## src/rtl/cyclic_fixpoint_seq.sv

```systemverilog
// Iterative evaluator for the cyclic network f = x | (x & f). The loop is broken by f_q and
// stepped once per clock until f settles or the budget runs out. CYCLIC_FIXPOINT_SEQ_ABORT_EN adds an abort input.
module cyclic_fixpoint_seq #(
  parameter int             W        = 1,
  parameter int             MAX_ITER = 8,
  parameter logic [W-1:0]   F_INIT   = '0,
  localparam int            IW       = $clog2(MAX_ITER + 1)
) (
  input  logic          clk,
  input  logic          rst,
`ifdef CYCLIC_FIXPOINT_SEQ_ABORT_EN
  input  logic          abort,
`endif
  input  logic          start_valid,
  output logic          start_ready,
  input  logic [W-1:0]  in_x,
  output logic          res_valid,
  input  logic          res_ready,
  output logic [W-1:0]  res_f,
  output logic          res_converged,
  output logic [IW-1:0] res_iters
);

  // state | meaning
  // IDLE  | waiting for a request, start_ready high
  // EVAL  | one network step per clock from the registered x_q/f_q
  // HOLD  | result presented until the consumer takes it
  typedef enum logic [1:0] {IDLE, EVAL, HOLD} state_t;

  state_t        state_q;
  logic [W-1:0]  x_q, f_q, res_f_q;
  logic [IW-1:0] iter_q, res_iters_q, iter_d;
  logic          res_conv_q;
  logic [W-1:0]  f_d;

  assign f_d    = x_q | (x_q & f_q);
  assign iter_d = iter_q + IW'(1);

  always_ff @(posedge clk) begin
    if (rst) begin
      state_q     <= IDLE;
      x_q         <= '0;
      f_q         <= '0;
      iter_q      <= '0;
      res_f_q     <= '0;
      res_conv_q  <= 1'b0;
      res_iters_q <= '0;
    end else begin
      case (state_q)
        IDLE: begin
          if (start_valid) begin
            x_q     <= in_x;
            f_q     <= F_INIT;
            iter_q  <= '0;
            state_q <= EVAL;
          end
        end
        EVAL: begin
`ifdef CYCLIC_FIXPOINT_SEQ_ABORT_EN
          if (abort) state_q <= IDLE; else
`endif
          if (f_d == f_q) begin
            res_f_q     <= f_q;
            res_conv_q  <= 1'b1;
            res_iters_q <= iter_q;
            state_q     <= HOLD;
          end else if (iter_d == IW'(MAX_ITER)) begin
            // budget spent: report the last step unconverged
            res_f_q     <= f_d;
            res_conv_q  <= 1'b0;
            res_iters_q <= IW'(MAX_ITER);
            state_q     <= HOLD;
          end else begin
            f_q    <= f_d;
            iter_q <= iter_d;
          end
        end
        HOLD: begin
          if (res_ready) state_q <= IDLE;
        end
        default: state_q <= IDLE;
      endcase
    end
  end

  assign start_ready   = (state_q == IDLE);
  assign res_valid     = (state_q == HOLD);
  assign res_f         = res_f_q;
  assign res_converged = res_conv_q;
  assign res_iters     = res_iters_q;

endmodule

```

## config.mk

```make
export PLATFORM = sky130hd
export DESIGN_NAME = cyclic_fixpoint_seq
export DESIGN_NICKNAME = d
export VERILOG_FILES = /design/src/rtl/cyclic_fixpoint_seq.sv
export SDC_FILE = /design/constraint.sdc
export NUM_CORES = 1
export LEC_CHECK = 0
export CAP_MARGIN = 20
export CELL_PAD_IN_SITES_DETAIL_PLACEMENT = 1
export CELL_PAD_IN_SITES_GLOBAL_PLACEMENT = 2
export CORE_MARGIN = 4
export CORE_UTILIZATION = 32
export CTS_CLUSTER_SIZE = 16
export DETAILED_ROUTE_END_ITERATION = 16
export GPL_ROUTABILITY_DRIVEN = 0
export GPL_TIMING_DRIVEN = 0
export PLACE_DENSITY_LB_ADDON = 0.1
export SYNTH_ARGS = -nofsm -noshare
export SYNTH_HDL_FRONTEND = slang
export SYNTH_SLANG_ARGS = --single-unit
```

## constraint.sdc

```tcl
create_clock -name clk -period 2.95 [get_ports clk]
set_clock_uncertainty 0.05 [all_clocks]
set_input_delay 0.4425 -clock clk [delete_from_list [all_inputs] [get_ports clk]]
set_output_delay 0.4425 -clock clk [all_outputs]
set_load 0.01 [all_outputs]
```

==> results.md, run 1 <==
* Status: complete, no violations
* Comb power frac at 0.147
* Top post-synthesis cells by area: dfxtp_1 40%, a21oi_1 5.7%, ha_1 5.3%
* Post-CTS Hold Buffers at 0
* Leak Pwr at 0.334 nW
* GR Overflow Total at 0
* CP max FO at 8
* Die Wd at 55.0 microns
* Max Slew Vio Count at 0
* Post-Layout Cell Count at 121
* Hold Crit Class: reg -> reg
* Vias in the first global route at 660
* Setup violators final at 0
* # diodes at 0
* CTS tree: built
* Slew @ Worst Pin at 0.495 ns
* Vias at 633
* Buf+Inv Stages, Crit Path at 1
* Area leader, netlist: dfxtp_1
* Post-Syn Area at 706 sq um
* Post-synth ARST share at 0
* Peak VDD IR at 331 uV
* Most common flop cell mapped by yosys: dfxtp_1
* NumNets Final at 103
* First-pass GRT wire length at 3030 microns
* Core area at 0.00202 sq mm
* Syn Inst Count at 78
* Net Sw Frac at 0.250
* WP data required at 2.46 ns
* Die ar. at 0.00302 sq mm
* Share of cells above drive strength 1 at 0.117
* Syn nets at 86
* Most common cell after layout, fill and taps aside: dfxtp_1
* Post-Place Worst Slack at 1.07 ns
* Fin crit period at 2.05 ns
* Post-route DRC violation count at 0
* Layout area overhead at 27.0%
* H-Tree Depth at 1
* EDFF count, synth at 0
* Final TNS setup at 0 ns
* Internal at 0.000298 W
* Dpl hpwl at 1290 microns
* Final period util at 0.693
* CTS clk-pin slew, worst paths at 0.08 ns
* Clk sinks at 14
* Largest net degree at the start of global routing at 11
* Peak Freq at 0.489 GHz
* Max clock buf depth at 2
* Power per cell area at 443 mW/mm^2
* Unrepaired setup endpoints after global routing: no
* # port buffers at 12
* Post-Route WL at 1690 microns
* FP Rows at 16
* Num ports at 13
* Synth warn at 0
* Antenna-violating nets left at 0
* Clock network fraction of total power at 0.349
* Dpl cells at 117
* Seq/Total Area, Yosys at 0.397
* Most frequent cells in the layout: 14 x dfxtp_1, 12 x clkdlybuf4s50_1, 8 x nor2_1, 8 x a21oi_1
* CTS Root Cell: clkbuf_4
* Sequential share of power at 0.504
* CP cell instances: nor2b_1 > clkdlybuf4s50_1
* Synth cell types at 31
* Filler cells at 244
* Final hold vios at 0
* Avg Cell Area, Syn at 9.05 sq um
* CTS-repair resized insts at 0
* Starting Density at 0.349
* Max_slew headroom at 0.670
* Post-synth top area share at 0.397
* Clk Latency, worst-skew pair at 0.28 ns
* Antenna violations before repair at 0
* Worst setup EP type: output pin
* Crit Path Class: reg -> out
* Arrival time at the worst endpoint at 1.55 ns
* Num CTS Buffers at 3
* Wire per inst at 14.0 microns
* Critical Path Max Stage Delay at 0.56 ns
* Fin worst setup slack at 0.904 ns
* Worst hold margin at 0.416 ns
* Final core occ at 0.443
* Die height at 55.0 microns
* MaxCap Viol Count at 0
* Slowest cell on crit path: clkdlybuf4s50_1
* Sw power at 0.0000992 W
* DR vias/cell at 5.23
* GRT Resource Usage Total at 0.146
* DR iter-0 viols at 8
* 1st-pass router iterations at 4
* Crit start category: register
* Post-CTS Setup Repair Bufs at 0
* Largest delay share family, worst path: buffers and inverters
* Register bit total from synthesis at 14
logic make-up after synthesis:
| kind of cell | count (synthesis) | synth area share |
|---|---|---|
| AND/OR/NAND/NOR | 29 | 0.218 |
| AO/OA/AOI/OAI | 25 | 0.280 |
| flip-flops | 14 | 0.397 |
| buffers and inverters | 6 | 0.0372 |
| adder cells (fa/ha/maj) | 3 | 0.0532 |
| multiplexers | 1 | 0.0142 |
sequential cells by signal, indices dropped and copies added (netlist names):
name           count
x_q                1
res_iters          4
f_q                1
res_converged      1
iter_q             4
state_q            2
res_f              1
power groups by stage:
| stage | Clock [W] | Combinational (W) | Sequential, W |
|---|---|---|---|
| 3_5_place_dp | 0 | 0.0000583 | 0.000204 |
| 6_report | 0.000139 | 0.0000583 | 0.000200 |
| 2_1_floorplan | 0 | 0.0000327 | 0.000204 |
| 3_3_place_gp | 0 | 0.0000587 | 0.000204 |
| 4_1_cts | 0.000144 | 0.0000589 | 0.000200 |
| 5_1_grt | 0.000155 | 0.0000644 | 0.000201 |
stage by stage:
step                      power, W  cell area [sq um]
final                     0.000397                896
after global routing      0.000421                896
after CTS                 0.000403                896
after detailed placement  0.000263                860
after global placement    0.000263                860
after floorplan           0.000237                706
worst register-to-register path, stage by stage, from the launching register on:
cell	delay [ns]
dfxtp_1	0.34
inv_1	0.07
ha_1	0.36
nor2_1	0.26
a31o_1	0.28
a2bb2oi_1	0.22
nor2_2	0.04
per-layer routing:
metal  vias to the layer above  GRT usage  part of all wire  routed length [microns]
li1                        316          -                 -                        -
met1                       303      0.174              0.48                      819
met3                         6     0.0349             0.022                       38
met4                         0     0.0972             0.033                       55
met5                         -          0                 0                        0
met2                         8      0.230              0.46                      777
path summary, 6_finish.rpt:
kind / from / end / slack [ns] / cells after the start
hold / removal: res_f$_SDFFE_PP0P_ / res_f$_SDFFE_PP0P_ / 0.42 / 2
setup reg to reg: f_q$_SDFFE_PP0P_ / iter_q[3]$_SDFFE_PP0P_ / 1.24 / 6
hold reg to reg: res_f$_SDFFE_PP0P_ / res_f$_SDFFE_PP0P_ / 0.42 / 2
setup / recovery: state_q[1]$_SDFFE_PP0P_ / res_valid / 0.90 / 2
Yosys cell counts, drive strengths merged, types with 2 or more instances:
library cell   n
o21bai         2
and3           2
nor3           2
o21ai          2
nor2b          4
nand2          3
dfxtp         14
nand2b         3
ha             3
nor2           9
and2           2
inv            4
a32o           2
nand3          2
a22oi          3
a21oi          8
layout make-up:
cell class                      instances  area (sq um)  share of cell area
Sequential cell                        14           280               0.313
Clock buffer                            4          36.3              0.0405
Buffer                                  2          11.3              0.0126
Inverter                                4          15.0              0.0168
Multi-Input combinational cell         58           399               0.446
Tap cell                               27          33.8              0.0377
Timing Repair Buffer                   12           120               0.134
Note: power is estimated with default switching activity, not from simulation.
==> run 2: changes to the inputs <==
--- a/config.mk
+++ b/config.mk
@@ -9,7 +9,7 @@
 export CELL_PAD_IN_SITES_DETAIL_PLACEMENT = 1
 export CELL_PAD_IN_SITES_GLOBAL_PLACEMENT = 2
 export CORE_MARGIN = 4
-export CORE_UTILIZATION = 32
+export CORE_UTILIZATION = 27
 export CTS_CLUSTER_SIZE = 16
 export DETAILED_ROUTE_END_ITERATION = 16
 export GPL_ROUTABILITY_DRIVEN = 0
==> constraint.sdc (replaced) <==
create_clock -name clk -period 1.7 [get_ports clk]
set_clock_uncertainty 0.05 [all_clocks]
set_input_delay 0.255 -clock clk [delete_from_list [all_inputs] [get_ports clk]]
set_output_delay 0.255 -clock clk [all_outputs]
set_load 0.01 [all_outputs]
==> results.md, run 2 (same netlist as run 1, synthesis figures left out) <==
* Max clock buf depth at 2
* Crit Path Class: reg -> reg
* Clk Latency, worst-skew pair at 0.28 ns
* Post-CTS Hold Buffers at 0
* Final hold vios at 0
* Filler cells at 310
* Leak Pwr at 0.336 nW
* Antenna violations before repair at 0
* Vias at 643
* Max_slew headroom at 0.679
* Worst setup EP type: register
* First-pass GRT wire length at 3210 microns
* Clk sinks at 14
* CP max FO at 6
* # port buffers at 12
* Dpl cells at 120
* FP Rows at 18
* CTS Root Cell: clkbuf_4
* Post-route DRC violation count at 0
* Slew @ Worst Pin at 0.482 ns
* Power per cell area at 704 mW/mm^2
* Layout area overhead at 28.9%
* Fin crit period at 1.57 ns
* Placed cell areas at 863 sq um
* DR vias/cell at 5.23
* GRT Resource Usage Total at 0.123
* H-Tree Depth at 1
* Finished Cell Area at 910 sq um
* Unrepaired setup endpoints after global routing: yes
* Post-CTS Setup Repair Bufs at 0
* Dpl hpwl at 1380 microns
* MaxCap Viol Count at 0
* Status: complete, no violations
* Total Power at 0.000640 W
* GR Overflow Total at 0
* Largest net degree at the start of global routing at 11
* Final period util at 0.921
* Setup violators final at 0
* Peak Freq at 0.638 GHz
* Post-Route WL at 1830 microns
* Most frequent cells in the layout: 11 x dfxtp_1, 10 x clkdlybuf4s50_1, 7 x nor2_1, 7 x a21oi_1, 4 x inv_1
* Most common cell after layout, fill and taps aside: dfxtp_1
* Worst hold margin at 0.425 ns
* # diodes at 0
* Vias in the first global route at 655
* Hold Crit Class: reg -> reg
* 1st-pass router iterations at 3
* Antenna-violating nets left at 0
* Num CTS Buffers at 3
* Peak VDD IR at 437 uV
* Share of cells above drive strength 1 at 0.183
* Crit start category: register
* WP data required at 1.80 ns
* Final TNS setup at 0 ns
* CTS tree: built
* Post-Layout Cell Count at 123
* CTS clk-pin slew, worst paths at 0.09 ns
* Die ar. at 0.00350 sq mm
* Die Wd at 59.1 microns
* Starting Density at 0.285
* Max Slew Vio Count at 0
* DR iter-0 viols at 10
* Arrival time at the worst endpoint at 1.67 ns
* Num ports at 13
* Core area at 0.00248 sq mm
* Die height at 59.1 microns
* Wire per inst at 14.8 microns
* NumNets Final at 103
-- run 2: final timing paths --
check                                          startpoint  slack, ns  cells past startpoint                         to
worst min register to register  res_iters[3]$_SDFFE_PP0P_       0.42                      2  res_iters[3]$_SDFFE_PP0P_
worst max-delay path                     x_q$_SDFFE_PP0P_       0.13                      6     iter_q[2]$_SDFFE_PP0P_
worst min-delay path            res_iters[3]$_SDFFE_PP0P_       0.42                      2  res_iters[3]$_SDFFE_PP0P_
worst max register to register           x_q$_SDFFE_PP0P_       0.13                      6     iter_q[2]$_SDFFE_PP0P_
-- run 2: layout make-up --
class                   count  area, sq um  share of cell area
flip-flops and latches     14          287               0.315
plain buffers               2         11.3              0.0124
clock buffers               3         22.5              0.0248
well taps                  30         37.5              0.0413
repair buffers             12          121               0.133
multi-input cells          58          415               0.457
inverters                   4         15.0              0.0165
-- run 2: stage by stage --
step           utilization  worst slack (ns)
6_report             0.367             0.133
3_5_place_dp         0.348           -0.0525
3_3_place_gp         0.348           -0.0246
5_1_grt              0.367          -0.00355
4_1_cts              0.360           0.00267
2_1_floorplan            -             0.217
-- run 2: per-layer routing --
metal | GRT usage | up-vias | share of wire
met4 | 0.0583 | 0 | 0.0099
met5 | 0 | - | 0
met1 | 0.178 | 309 | 0.53
met3 | 0.0218 | 2 | 0.034
met2 | 0.175 | 10 | 0.43
li1 | - | 322 | -
-- run 2: timing repair --
action | CTS | global route
pin swaps | 0 | 0
gates resized for setup | 5 | 6
setup endpoints to repair | 7 | 9
-- run 2: power breakdown --
group | switching, W | internal (W) | total (W)
registers | 0.0000104 | 0.000337 | 0.000347
logic | 0.0000545 | 0.0000484 | 0.000103
clock network | 0.000108 | 0.0000821 | 0.000190
-- run 2: critical path, cell delays in order, from the launching register on --
cell and delay [ns]:
dfxtp_1 0.41, ha_2 0.36, nor2b_2 0.15, and3_1 0.16, nand3_1 0.08, a21oi_1 0.18, nor3_1 0.07
==> run 3: changes to the inputs <==
--- a/config.mk
+++ b/config.mk
@@ -13,7 +13,7 @@
 export CTS_CLUSTER_SIZE = 16
 export DETAILED_ROUTE_END_ITERATION = 16
 export GPL_ROUTABILITY_DRIVEN = 0
-export GPL_TIMING_DRIVEN = 0
+export HOLD_SLACK_MARGIN = 0.08
 export PLACE_DENSITY_LB_ADDON = 0.1
 export SYNTH_ARGS = -nofsm -noshare
 export SYNTH_HDL_FRONTEND = slang
==> results.md, run 3 (same netlist as run 1, synthesis figures left out) <==
* MaxCap Viol Count at 0
* FP Rows at 18
* Final TNS setup at 0 ns
* Starting Density at 0.285
* Crit start category: register
* Vias in the first global route at 699
* Num CTS Buffers at 3
* Slew @ Worst Pin at 0.355 ns
* Total Power at 0.000708 W
* Crit Path Class: reg -> reg
* Status: complete, no violations
* Clk sinks at 14
* Critical Path Max Stage Delay at 0.43 ns
* Hold Crit Depth at 2
* Layout area overhead at 36.5%
* DR iter-0 viols at 6
* Power per cell area at 735 mW/mm^2
* Core area at 0.00248 sq mm
* Largest net degree at the start of global routing at 9
* Antenna-violating nets left at 0
* CP cell instances: ha_1 > nand2_1 > a21o_4 > a32o_1 > a32o_1
* Vias at 682
* Post-CTS Setup Repair Bufs at 0
* Max Slew Vio Count at 0
* GR Overflow Total at 0
* Peak VDD IR at 404 uV
* Reg2Reg Setup Slack at 0.10 ns
* Fin crit period at 1.60 ns
* Die height at 59.1 microns
* Reg-to-Reg Start: iter_q[1]$_SDFFE_PP0P_
* Slowest cell on crit path: dfxtp_2
* Most frequent cells in the layout: 13 x dfxtp_1, 10 x clkdlybuf4s50_1, 9 x buf_4, 7 x nor2_1, 7 x a21oi_1
* Hold Startpoint: res_f$_SDFFE_PP0P_
* Peak Freq at 0.626 GHz
* Num ports at 13
* Post-Route WL at 2120 microns
* Setup violators final at 0
* GRT Resource Usage Total at 0.139
* Most common cell after layout, fill and taps aside: dfxtp_1
* Post-Layout Cell Count at 131
* NumNets Final at 110
* Max_slew headroom at 0.764
* Dpl hpwl at 1530 microns
* Hold Crit Class: reg -> reg
* Fin worst setup slack at 0.101 ns
* Wire per inst at 16.1 microns
* First-pass GRT wire length at 3490 microns
* Leak Pwr at 0.376 nW
* Post-route DRC violation count at 0
* R2R depth at 5
* Die ar. at 0.00350 sq mm
* 1st-pass router iterations at 4
* Unrepaired setup endpoints after global routing: no
* WP data required at 1.82 ns
* CTS Root Cell: clkbuf_4
* Clk Latency, worst-skew pair at 0.28 ns
* Most used cell along the critical path: a32o_1
* # diodes at 0
* DR vias/cell at 5.21
* R2r endpoint: iter_q[1]$_SDFFE_PP0P_
* Worst setup EP type: register
* Worst hold margin at 0.418 ns
* Die Wd at 59.1 microns
* Arrival time at the worst endpoint at 1.72 ns
* H-Tree Depth at 1
* CP max FO at 7
* Final period util at 0.940
* CTS tree: built
* Hold Crit Endpoint: res_f$_SDFFE_PP0P_
* Final hold vios at 0
* # port buffers at 12
* Share of cells above drive strength 1 at 0.228
* Dpl cells at 127
* Antenna violations before repair at 0
* Buf+Inv Stages, Crit Path at 0
* Max clock buf depth at 2
* Post-Place Worst Slack at -0.0487 ns
* CTS clk-pin slew, worst paths at 0.09 ns
* Largest delay share family, worst path: compound AO/OA/AOI/OAI gates
-- run 3: cell types whose count changed in the layout (fill, tap and decap cells not counted), sizes merged --
cell          before  now
dlymetal6s2s       1    0
dlygate4sd2        1    2
buf                1    9
-- run 3: worst register-to-register path: stages, from the launching register on --
cell	delay [ns]
dfxtp_2	0.43
ha_1	0.22
nand2_1	0.10
a21o_4	0.22
a32o_1	0.25
a32o_1	0.22
-- run 3: metrics by stage --
| stage | util | area (sq um) |
|---|---|---|
| floorplan | - | 706 |
| global placement | 0.371 | 920 |
| detailed placement | 0.371 | 920 |
| CTS | 0.385 | 955 |
| global route | 0.389 | 963 |
| finish | 0.389 | 963 |
-- run 3: routing by layer --
metal  GRT usage  up-vias  routed length (microns)
li1            -      330                        -
met4      0.0583        0                       13
met5           0        -                        0
met1       0.173      335                      978
met2       0.232       15                     1060
met3      0.0283        2                       66
-- run 3: how the worst max path moves through the flow --
stage | from | end | cells after the start
2_1_floorplan | f_q$_SDFFE_PP0P_ | iter_q[3]$_SDFFE_PP0P_ | 6
3_3_place_gp | iter_q[1]$_SDFFE_PP0P_ | res_f$_SDFFE_PP0P_ | 6
3_5_place_dp | iter_q[1]$_SDFFE_PP0P_ | res_f$_SDFFE_PP0P_ | 6
4_1_cts | iter_q[1]$_SDFFE_PP0P_ | res_f$_SDFFE_PP0P_ | 6
5_1_grt | iter_q[1]$_SDFFE_PP0P_ | iter_q[1]$_SDFFE_PP0P_ | 5
6_report | iter_q[1]$_SDFFE_PP0P_ | iter_q[1]$_SDFFE_PP0P_ | 5
-- run 3: final cells by class --
| class | count | area (sq um) |
|---|---|---|
| fillers | 300 | 1510 |
| clock buffers | 4 | 36.3 |
| flip-flops and latches | 14 | 282 |
| inverters | 4 | 15.0 |
| well taps | 30 | 37.5 |
| repair buffers | 21 | 185 |
| multi-input cells | 58 | 408 |
-- run 3: timing repair --
action,4_1_cts,5_1_grt
hold buffers,0,0
endpoints found under the setup margin,8,6
gates cloned,0,0
gates resized for setup,3,3
-- run 3: power breakdown --
part           switching (W)  internal (W)  total (W)
Sequential        0.00000797      0.000338   0.000346
Combinational      0.0000599     0.0000594   0.000119
Clock               0.000113      0.000130   0.000243
